**src/rtl/ysyx_23060191_mdu_pkg.sv**
```systemverilog
// rtl/ysyx_23060191_mdu_pkg.sv - shared MDU opcode and FSM state encodings
package ysyx_23060191_mdu_pkg;

  typedef enum logic [2:0] {
    MDU_MUL    = 3'b000,
    MDU_MULH   = 3'b001,
    MDU_MULHSU = 3'b010,
    MDU_MULHU  = 3'b011,
    MDU_DIV    = 3'b100,
    MDU_DIVU   = 3'b101,
    MDU_REM    = 3'b110,
    MDU_REMU   = 3'b111
  } mdu_op_e;

  typedef enum logic [1:0] {
    MDU_IDLE = 2'd0,
    MDU_CALC = 2'd1,
    MDU_DONE = 2'd2
  } mdu_state_e;

  // rs1 is treated as signed by these ops
  function automatic logic op_signed_rs1(input mdu_op_e op);
    return (op == MDU_MULH) || (op == MDU_MULHSU) || (op == MDU_DIV) || (op == MDU_REM);
  endfunction

  function automatic logic op_signed_rs2(input mdu_op_e op);
    return (op == MDU_MULH) || (op == MDU_DIV) || (op == MDU_REM);
  endfunction

endpackage

```
**src/rtl/ysyx_23060191_mdu_divcore.sv**
```systemverilog
// rtl/ysyx_23060191_mdu_divcore.sv - 32-step restoring divider on unsigned operands
module ysyx_23060191_mdu_divcore #(
  parameter int XLEN = 32
) (
  input  logic            clk,
  input  logic            rst,
  input  logic            kill,
  input  logic            start,
  input  logic [XLEN-1:0] dividend,
  input  logic [XLEN-1:0] divisor,
  output logic            done,
  output logic [XLEN-1:0] quotient,
  output logic [XLEN-1:0] remainder
);

  logic [XLEN-1:0] quo;
  logic [XLEN-1:0] rem;
  logic [XLEN-1:0] dvsr;
  logic [4:0]      cnt;
  logic            busy;
  logic [XLEN:0]   shifted;
  logic [XLEN:0]   trial;

  // quo doubles as the dividend shift register: its MSB feeds the remainder
  assign shifted   = {rem, quo[XLEN-1]};
  assign trial     = shifted - {1'b0, dvsr};
  assign done      = busy && (cnt == 5'd31);
  assign quotient  = quo;
  assign remainder = rem;

  always_ff @(posedge clk or posedge rst) begin
    if (rst) begin
      quo  <= '0;
      rem  <= '0;
      dvsr <= '0;
      cnt  <= '0;
      busy <= 1'b0;
    end else if (kill) begin
      cnt  <= '0;
      busy <= 1'b0;
    end else if (start) begin
      quo  <= dividend;
      rem  <= '0;
      dvsr <= divisor;
      cnt  <= '0;
      busy <= 1'b1;
    end else if (busy) begin
      if (!trial[XLEN]) begin
        rem <= trial[XLEN-1:0];
        quo <= {quo[XLEN-2:0], 1'b1};
      end else begin
        rem <= shifted[XLEN-1:0];
        quo <= {quo[XLEN-2:0], 1'b0};
      end
      cnt <= cnt + 5'd1;
      if (done) busy <= 1'b0;
    end
  end

endmodule

```
**src/rtl/ysyx_23060191_mdu.sv**
```systemverilog
// rtl/ysyx_23060191_mdu.sv - iterative RV32M multiply/divide unit
module ysyx_23060191_mdu
  import ysyx_23060191_mdu_pkg::*;
#(
  parameter int XLEN = 32
) (
  input  logic            clk,
  input  logic            rst,
  input  logic            in_valid,
  output logic            in_ready,
  input  logic [2:0]      mdu_op,
  input  logic [XLEN-1:0] mdu_in1,
  input  logic [XLEN-1:0] mdu_in2,
  input  logic            flush,
  output logic            out_valid,
  input  logic            out_ready,
  output logic [XLEN-1:0] mdu_res
);

  mdu_state_e state, state_n;
  mdu_op_e    op_in, op_q;

  logic              hs, s1, s2, div_zero, div_ovf, bypass, calc_last, div_done;
  logic              neg_q, byp_q;
  logic [XLEN-1:0]   a_abs, b_abs, byp_val, byp_val_q, mcand;
  logic [XLEN-1:0]   quotient, remainder, quo_fix, rem_fix;
  logic [2*XLEN-1:0] prod, prod_fix;
  logic [XLEN:0]     mul_sum;
  logic [4:0]        cnt;

  assign op_in     = mdu_op_e'(mdu_op);
  assign in_ready  = (state == MDU_IDLE);
  assign out_valid = (state == MDU_DONE);
  assign hs        = in_valid && in_ready && !flush;

  assign s1    = mdu_in1[XLEN-1] && op_signed_rs1(op_in);
  assign s2    = mdu_in2[XLEN-1] && op_signed_rs2(op_in);
  assign a_abs = s1 ? -mdu_in1 : mdu_in1;
  assign b_abs = s2 ? -mdu_in2 : mdu_in2;

  assign div_zero = op_in[2] && (mdu_in2 == '0);
  assign div_ovf  = ((op_in == MDU_DIV) || (op_in == MDU_REM)) &&
                    (mdu_in1 == {1'b1, {(XLEN-1){1'b0}}}) && (mdu_in2 == '1);
  assign bypass   = div_zero || div_ovf;
  // op[1] selects REM/REMU within the divide group
  assign byp_val  = div_zero ? (op_in[1] ? mdu_in1 : '1) : (op_in[1] ? '0 : mdu_in1);

  // shift-add step: add multiplicand to the high half, shift the whole product right
  assign mul_sum   = {1'b0, prod[2*XLEN-1:XLEN]} + (prod[0] ? {1'b0, mcand} : '0);
  assign calc_last = op_q[2] ? div_done : (cnt == 5'd31);

  ysyx_23060191_mdu_divcore #(.XLEN(XLEN)) u_divcore (
    .clk       (clk),
    .rst       (rst),
    .kill      (flush),
    .start     (hs && op_in[2] && !bypass),
    .dividend  (a_abs),
    .divisor   (b_abs),
    .done      (div_done),
    .quotient  (quotient),
    .remainder (remainder)
  );

  always_ff @(posedge clk or posedge rst) begin
    if (rst) state <= MDU_IDLE;
    else     state <= state_n;
  end

  always_comb begin
    state_n = state;
    if (flush) begin
      state_n = MDU_IDLE;
    end else begin
      case (state)
        MDU_IDLE: if (in_valid) state_n = bypass ? MDU_DONE : MDU_CALC;
        MDU_CALC: if (calc_last) state_n = MDU_DONE;
        MDU_DONE: if (out_ready) state_n = MDU_IDLE;
        default:  state_n = MDU_IDLE;
      endcase
    end
  end

  always_ff @(posedge clk or posedge rst) begin
    if (rst) begin
      op_q      <= MDU_MUL;
      prod      <= '0;
      mcand     <= '0;
      cnt       <= '0;
      neg_q     <= 1'b0;
      byp_q     <= 1'b0;
      byp_val_q <= '0;
    end else if (hs) begin
      op_q      <= op_in;
      prod      <= {{XLEN{1'b0}}, a_abs};
      mcand     <= b_abs;
      cnt       <= '0;
      neg_q     <= (op_in == MDU_REM) ? s1 : (s1 ^ s2);
      byp_q     <= bypass;
      byp_val_q <= byp_val;
    end else if ((state == MDU_CALC) && !flush) begin
      prod <= {mul_sum, prod[XLEN-1:1]};
      cnt  <= cnt + 5'd1;
    end
  end

  // sign correction is applied on the held magnitudes, so the result is stable in DONE
  assign prod_fix = neg_q ? -prod : prod;
  assign quo_fix  = neg_q ? -quotient : quotient;
  assign rem_fix  = neg_q ? -remainder : remainder;

  always_comb begin
    mdu_res = '0;
    if (byp_q) begin
      mdu_res = byp_val_q;
    end else begin
      case (op_q)
        MDU_MUL:                       mdu_res = prod[XLEN-1:0];
        MDU_MULH, MDU_MULHSU, MDU_MULHU: mdu_res = prod_fix[2*XLEN-1:XLEN];
        MDU_DIV, MDU_DIVU:             mdu_res = quo_fix;
        default:                       mdu_res = rem_fix;
      endcase
    end
  end

endmodule

```
**config.mk**
```make
export PLATFORM = sky130hd
export DESIGN_NAME = ysyx_23060191_mdu
export DESIGN_NICKNAME = d
export VERILOG_FILES = /design/src/rtl/ysyx_23060191_mdu_pkg.sv /design/src/rtl/ysyx_23060191_mdu_divcore.sv /design/src/rtl/ysyx_23060191_mdu.sv
export SDC_FILE = /design/constraint.sdc
export NUM_CORES = 1
export LEC_CHECK = 0
export ABC_CLOCK_PERIOD_IN_PS = 6400
export CAP_MARGIN = 20
export CORE_MARGIN = 2
export CORE_UTILIZATION = 50
export CTS_CLUSTER_SIZE = 30
export DETAILED_ROUTE_END_ITERATION = 7
export DONT_BUFFER_PORTS = 1
export MAX_ROUTING_LAYER = met4
export PLACE_DENSITY = 0.67
export SYNTH_ARGS = -nofsm -noshare
export SYNTH_HDL_FRONTEND = slang
export SYNTH_HIERARCHICAL = 1
export SYNTH_SLANG_ARGS = --single-unit
export TNS_END_PERCENT = 10
```
**constraint.sdc**
```tcl
create_clock -name clk -period 6.4 [get_ports clk]
set_input_delay 0.64 -clock clk [delete_from_list [all_inputs] [get_ports clk]]
set_output_delay 0.64 -clock clk [all_outputs]
set_load 0.05 [all_outputs]
```
After elaboration in Yosys (flattened, before gate mapping)
Cells that the tools add are included.
{"block": "totals", "inputBits": 72, "out_inout_bits": 34, "elab_cells": 109, "reg_bits": 242}
{"block": "classes", "n_eq_ne": 18, "n_reduce_logical": 31, "mux": 36, "bitwise": 2, "addsub": 9}
{"operator": "$mux W32", "n": 14}
{"operator": "$mux W64", "n": 3}
{"operator": "$neg A32 Y32", "n": 4}
{"operator": "$pmux W32 S3", "n": 1}
{"operator": "$eq A32 B32 Y1 const B", "n": 2}
{"operator": "$neg A64 Y64", "n": 1}
{"operator": "$add A32 B32 Y33", "n": 1}
{"operator": "$sub A33 B32 Y33", "n": 1}
{"operator": "$logic_not A32 Y1", "n": 1}
{"operator": "$mux W5", "n": 5}
{"operator": "$eq A3 B3 Y1 const B", "n": 4}
{"operator": "$logic_and A1 B1 Y1", "n": 11}
{"operator": "$add A5 B1 Y5 const B", "n": 2}
{"operator": "$eq A5 B5 Y1 const B", "n": 2}
{"operator": "$mux W2", "n": 5}
{"operator": "$eq A3 B2 Y1 const B", "n": 3}
{"operator": "$logic_or A1 B1 Y1", "n": 7}
{"operator": "$mux W1", "n": 7}
{"operator": "$eq A3 B1 Y1 const B", "n": 2}
{"operator": "$ne A3 B2 Y1 const B", "n": 2}
{"operator": "$pmux W2 S3", "n": 1}
{"operator": "$reduce_and A2 Y1", "n": 2}
{"operator": "$reduce_bool A2 Y1", "n": 2}
{"operator": "$logic_not A3 Y1", "n": 1}
{"operator": "other kinds (11)", "n": 12}

Depth between registers and ports, before layout
Gate-level depths: netlist of the first run.
{"block": "logic_depth", "ltp_word": 9, "depth_mapped": 16, "depth_no_buf": 13}

By module
The synthesis of the first run kept the hierarchy.
{"mod": "ysyx_23060191_mdu", "area_each_um2": 12061.6, "cells_per_inst": 1577, "instances": 1, "seq_area_each_um2": 3503.4}
{"mod": "ysyx_23060191_mdu_divcore", "area_each_um2": 6142.1, "cells_per_inst": 688, "instances": 1, "seq_area_each_um2": 2552.4}

Least setup slack after synthesis of the first run
OpenSTA, ideal clock, no wires.
{"block": "synth_path", "path_kind": "flip-flop to output port", "from": "reg prod[41]", "to": "out mdu_res[26]", "path_buffers": 1, "stages_incl_launch_ff": 10, "setup_slack_ps": 2173, "t_required_ps": 5760, "t_arrival_ps": 3587, "cell_sequence": "dfrtp_1 -> or4_4 -> or4_1 -> buf_2 -> or4_4 -> or4_1 -> o21ai_1 -> xnor2_1 -> a21oi_1 -> a21oi_1"}
{"block": "synth_between", "elab_chain_cells": 4}
{"item": "start, declared", "line_no": "ysyx_23060191_mdu.sv:27", "rtl": "logic [2*XLEN-1:0] prod, prod_fix;"}
{"item": "start signal, assigned", "line_no": "ysyx_23060191_mdu.sv:94", "rtl": "prod <= {{XLEN{1'b0}}, a_abs};"}
{"item": "start signal, assigned", "line_no": "ysyx_23060191_mdu.sv:101", "rtl": "prod <= {mul_sum, prod[XLEN-1:1]};"}
{"item": "$neg A64 Y64", "line_no": "ysyx_23060191_mdu.sv:107", "rtl": "assign prod_fix = neg_q ? -prod : prod;"}
{"item": "$mux W64", "line_no": "ysyx_23060191_mdu.sv:107"}
{"item": "$pmux W32 S3", "line_no": "ysyx_23060191_mdu.sv:116", "rtl": "case (op_q)"}
{"item": "$mux W32", "line_no": "ysyx_23060191_mdu.sv:113", "rtl": "if (byp_q) begin"}
{"item": "end, declared", "line_no": "ysyx_23060191_mdu.sv:17", "rtl": "output logic [XLEN-1:0] mdu_res"}
No other way between the ends.

Worst setup path in the final report of the first run
{"block": "layout_path", "from": "reg prod[0]", "to": "out mdu_res[28]"}
The elaborated chain is that of the path after synthesis.

==> metrics.txt, run 1 <==
Clock transition at path regs 70 ps; Cells after Synth 2265; RSZ-0062 raised after global routing false; Critical Path Fanout Max 35; Detailed Place HPWL 44000 µm; Syn Area/Cell 8.037 µm²; final period utilization 0.8474; max-cap viol count 0; remaining global-route overflow 0; Ys Warns 6; CP required 5760 ps; antenna violations before repair 1; Slew headroom 0.2148; DRT antenna net count 0; Inserted Clock Buffers 29; setup violators final 0; number of cells after detailed placement 2625; startpoint types flop; worst-margin pin slew 1182 ps; CP Capture Type output pin; postcts setup bufs 0; Yosys cell types 81; initial DRC count 1947; Ports 106; fraction of layout cells with a size suffix above 1 0.05493; register area share after synthesis 0.3327; Clock Path Buffers 3; die area 37950 µm²; number of flops mapped to enable cells by yosys 0; Syn Nets 2412; status finished clean; CTS sink count 242; CTS tree done; synthesis-to-finish area growth 7.760%; Die Wd 194.8 µm; critical path's largest stage delay 860 ps; row count 69; clk root buf clkbuf_16; final core occ 0.5488; drt pass-1 iters 7; Max Slew Vio Count 0; post-DR wirelength/cell 21.95 µm; Layout Nets 2346; pin count of the biggest net entering global routing 100; routed wire length 58890 µm; most frequent cells in the layout nand2_1 (356), o21ai_0 (251), dfrtp_1 (240); via count 16.96k; asr flop ratio synth 1.000; PD cells 446.3 nW/µm²; Worst EP arrival 4780 ps; TNS Setup 0 ps; Tmin final 5423 ps; Starting Density 0.5093; Filler cells 3299; vias in the first global route 15.44k; Max VDD drop 0.0002721 V; Non-Filler Instances 2683; P_leak 8.371 nW; Post-synth top flop dfrtp_1; Port Buffer Count 0; Slowest cell on crit path a21oi_1; Final Hold Vio Count 0; Via density 6.322; Worst Hold Class input port to asynchronous set/reset pin; number of synthesized register bits 242; die height 194.8 µm; H-Tree Depth 1; # DRC 0; first-pass GRT wire length 90290 µm; Mapped Area 18200 µm²; Final Skew 22.42 ps; Core Region 35740 µm²; CP Class flop to output pin; most common cell after layout, fill and taps aside nand2_1; clk_lat worst skew 580 ps; cells along the critical path nor4_1, nand4_1, or2_1, or4_1, buf_8, o41ai_1, xnor2_1, a221oi_1, a21oi_1; fmax 184.4 MHz; gpl congestion 1.025; total track usage 0.3106
## power breakdown
part | switching [mW] | internal, mW
registers | 0.700 | 1.95
logic | 2.75 | 1.62
clock network | 0.693 | 1.04
total | 4.14 | 4.61
## kinds of logic after synthesis
kind of cell / synth area share
AND/OR/NAND/NOR: 0.1893
AO/OA/AOI/OAI: 0.2409
buffers and inverters: 0.05286
flip-flops: 0.3327
XOR/XNOR: 0.09671
adder cells (fa/ha/maj): 0.05292
multiplexers: 0.03464
## repair_timing
action | in CTS | in global routing
hold endpoints to repair | 22 | 0
hold buffers | 1 | 0
resized for setup | 0 | 0
## critical path, delay by kind of cell (launching register included)
family / cells / cell delay, ps
DFF: 1 / 720
AOI/OAI and AO/OA: 3 / 1410
and+or+nand+nor: 4 / 1610
xor gates and xnor gates: 1 / 190
buffers and inverters: 1 / 270
## per-stage QoR
step	setup slack [ps]	area (µm²)	hold slack, ps	power, mW
after CTS	873.9	19560	119.8	8.656
final	976.8	19620	81.68	8.755
after global placement	1111	18550	453.5	6.802
after global routing	678.5	19620	142.7	9.248
after floorplan	2007	18200	437.4	5.771
after detailed placement	1022	18550	460.2	6.913
## routing by layer
metal	track usage	vias up	wire [µm]
met2	0.4665	707	26070
met3	0.05744	125	5089
li1	-	7952	-
met4	0.1026	0	2337
met5	-	-	0
met1	0.4232	8178	25390
## state kept, by name (all words and copies together), names as in the netlist
register and count:
cnt 5, u_divcore/dvsr 32, u_divcore/cnt 5, u_divcore/busy 1, byp_q 1, state 2, mcand 32, prod 64
op_q 3, neg_q 1, byp_val_q 32, u_divcore/quotient 32, u_divcore/remainder 32
## layout make-up
cell class | instances | area, µm² | share of cell area
flip-flops and latches | 242 | 6058 | 0.3088
clock inverters | 11 | 152.6 | 0.007782
multi-input cells | 1771 | 11230 | 0.5723
well taps | 461 | 576.8 | 0.02940
repair buffers | 34 | 292.8 | 0.01493
inverters | 121 | 461.7 | 0.02354
diodes | 1 | 2.502 | 0.0001276
clock buffers | 42 | 844.6 | 0.04305
## synth_stat cells (all sizes together) (24+ instances only)
master / instances / area, µm²
a21oi: 146 / 730.7
a22oi: 31 / 232.7
ha: 73 / 913.4
mux2i: 54 / 540.5
nor2: 93 / 349.1
clkbuf: 119 / 446.7
nor4: 30 / 187.7
a21o: 31 / 232.7
nor3: 30 / 150.1
nand4: 24 / 150.1
nand2: 356 / 1336
o21ai: 277 / 1398
and2: 42 / 262.8
dfrtp: 242 / 6056
nand3: 48 / 240.2
o31ai: 32 / 240.2
xnor2: 123 / 1077
inv: 121 / 454.2
xor2: 78 / 683.2
## final timing paths
check	slack (ps)	startpoint	depth (start not counted)	end
setup / recovery	980	prod[0]	9	mdu_res[28]
hold / removal	80	rst	1	byp_val_q[0]
setup reg to reg	2200	u_divcore/quotient[31]	14	u_divcore/quotient[0]
hold reg to reg	470	mcand[21]	2	mcand[21]
max in group asynchronous	4950	rst	4	u_divcore/dvsr[0]
min in group clk	150	flush	1	state[1]
No activity file was read; power rests on OpenSTA's default activity.
==> run 2, diff against run 1 <==
--- a/config.mk
+++ b/config.mk
@@ -5,7 +5,7 @@
 export SDC_FILE = /design/constraint.sdc
 export NUM_CORES = 1
 export LEC_CHECK = 0
-export ABC_CLOCK_PERIOD_IN_PS = 6400
+export ABC_CLOCK_PERIOD_IN_PS = 5500
 export CAP_MARGIN = 20
 export CORE_MARGIN = 2
 export CORE_UTILIZATION = 50
==> constraint.sdc (replaced) <==
create_clock -name clk -period 5.5 [get_ports clk]
set_input_delay 0.55 -clock clk [delete_from_list [all_inputs] [get_ports clk]]
set_output_delay 0.55 -clock clk [all_outputs]
set_load 0.05 [all_outputs]
==> metrics.txt, run 2 (same netlist as run 1, synthesis figures left out) <==
status complete, but fails checks (was finished clean); failing checks hold timing; clk root buf clkbuf_16 (unchanged); CTS tree done (unchanged); Die Wd 194.8 µm (unchanged); setup slack, reg-to-reg 1370 ps (was 2200 ps); Port Buffer Count 0 (unchanged); worst reg2reg endpoint u_divcore/remainder[16] (was u_divcore/quotient[0]); Layout Nets 2375 (was 2346); CP Capture Type output pin (unchanged); Worst Hold Class input port to asynchronous set/reset pin (unchanged); Starting Density 0.5093 (unchanged); max-cap viol count 0 (unchanged); Max Slew Vio Count 0 (unchanged); post-DR wirelength/cell 22.32 µm (was 21.95 µm); final period utilization 0.8971; Reg power frac 0.295 (was 0.303); CP required 4950 ps (was 5760 ps); Detailed Place HPWL 44930 µm (was 44000 µm); die height 194.8 µm (unchanged); fmax 202.7 MHz; Clock Path Buffers 3 (unchanged); Final Skew 15.10 ps (was 22.42 ps); sw frac 0.4731 (was 0.4733); postcts setup bufs 0 (unchanged); initial DRC count 1976 (was 1947); Inserted Clock Buffers 31 (was 29); antenna violations before repair 3 (was 1); remaining global-route overflow 0 (unchanged); worst-margin pin slew 1143 ps (was 1182 ps); Filler cells 3381 (was 3299); clk_lat worst skew 600 ps (was 580 ps); routed wire length 60610 µm (was 58890 µm); DRT antenna net count 0 (unchanged); most frequent cells in the layout nand2_1 (356), o21ai_0 (251), dfrtp_1 (240) (unchanged); Clock Power Share 0.200 (was 0.198); Max VDD drop 0.0002937 V (was 0.0002721 V); Biggest register prod (unchanged); PD cells 522.7 nW/µm² (was 446.3 nW/µm²); worst reg2reg path depth 14 (unchanged); Final Hold Vio Count 10 (was 0); gpl congestion 0.9924 (was 1.025); startpoint types flop (unchanged); Via density 6.331 (was 6.322); TNS Setup 0 ps (unchanged); final hold slack -30.49 ps (was 81.68 ps); Core Region 35740 µm² (unchanged); Reg-to-Reg Start u_divcore/quotient[31] (unchanged); die area 37950 µm² (unchanged); CP Class flop to output pin (unchanged); P_leak 8.521 nW (was 8.371 nW); Critical Path Fanout Max 17 (was 35); setup violators final 0 (unchanged); # DRC 0 (unchanged); via count 17.20k (was 16.96k); Worst EP arrival 4380 ps (was 4780 ps); Tmin final 4934 ps; most common cell after layout, fill and taps aside nand2_1 (unchanged); synthesis-to-finish area growth 9.079% (was 7.760%); max FFs per register 64 (unchanged); CTS sink count 242 (unchanged); Power Internal 5.468 mW (was 4.611 mW); row count 69 (unchanged); Resize count post-CTS 0 (unchanged); H-Tree Depth 1 (unchanged); pin count of the biggest net entering global routing 97 (was 100); fraction of layout cells with a size suffix above 1 0.06883 (was 0.05493); Ports 106 (unchanged); first-pass GRT wire length 95000 µm (was 90290 µm); total track usage 0.3262 (was 0.3106); Comb pwr share 0.505 (was 0.500); RSZ-0062 raised after global routing false (unchanged); drt pass-1 iters 6 (was 7); Clock transition at path regs 60 ps (was 70 ps); Slew headroom 0.2350 (was 0.2148); vias in the first global route 16.02k (was 15.44k); P_sw 4.910 mW (was 4.144 mW)
[run 2: worst max-delay path by stage]
stage	start	to	depth (start not counted)
2_1_floorplan	rst	byp_q	1
3_3_place_gp	mdu_in2[9]	u_divcore/remainder[27]	13
3_5_place_dp	mdu_in2[9]	u_divcore/remainder[27]	13
4_1_cts	prod[41]	mdu_res[31]	9
5_1_grt	prod[21]	mdu_res[28]	10
6_report	prod[21]	mdu_res[20]	10
[run 2: repair_timing]
action | 4_1_cts | 5_1_grt
endpoints found under the setup margin | 0 | 0
endpoints found under the hold margin | 44 | 0
hold buffers | 1 | 0
[run 2: metrics by stage]
step / power [mW] / utilization / std cells / setup WS, ps / area, µm²
4_1_cts: 10.26 / 0.5546 / 2712 / 675.6 / 19820
2_1_floorplan: 6.715 / - / 2265 / 1197 / 18200
3_5_place_dp: 8.175 / 0.5251 / 2654 / 891.0 / 18770
5_1_grt: 11.02 / 0.5556 / 2716 / 366.5 / 19860
6_report: 10.38 / 0.5556 / 2716 / 566.1 / 19860
3_3_place_gp: 8.081 / 0.5251 / 2654 / 971.3 / 18770
[run 2: final cells by class]
cell class | instances | area (µm²) | area share
Inverter | 121 | 461.7 | 0.02325
Clock inverter | 20 | 226.5 | 0.01141
Tap cell | 461 | 576.8 | 0.02905
Multi-Input combinational cell | 1771 | 11230 | 0.5654
Clock buffer | 37 | 818.3 | 0.04121
Sequential cell | 242 | 6058 | 0.3051
Timing Repair Buffer | 61 | 480.5 | 0.02420
Antenna cell | 3 | 7.507 | 0.0003781
[run 2: worst max-delay path: stages (launching register included)]
cell and delay, ps:
dfrtp_1 420, nor4_1 470, nand4_1 200, or2_1 340, or4_1 850, buf_4 320, o41ai_1 380, xnor2_1 250
a21oi_1 160, a21oi_1 170, buf_4 220
[run 2: layer usage]
layer  global-route usage  wire [µm]  vias up
met3              0.06386       5271      110
met2               0.4879      26880      775
met5                    -          0        -
li1                     -          -     8024
met1               0.4453      26490     8287
met4               0.1055       1974        0
[run 2: power groups by stage]
stage                     Combinational, mW  Sequential [mW]  Clock (mW)
after floorplan                        3.98             2.73           0
after global placement                 5.04             3.04           0
after detailed placement               5.11             3.06           0
after CTS                              5.13             3.03        2.10
after global routing                   5.72             3.13        2.17
final                                  5.24             3.06        2.08
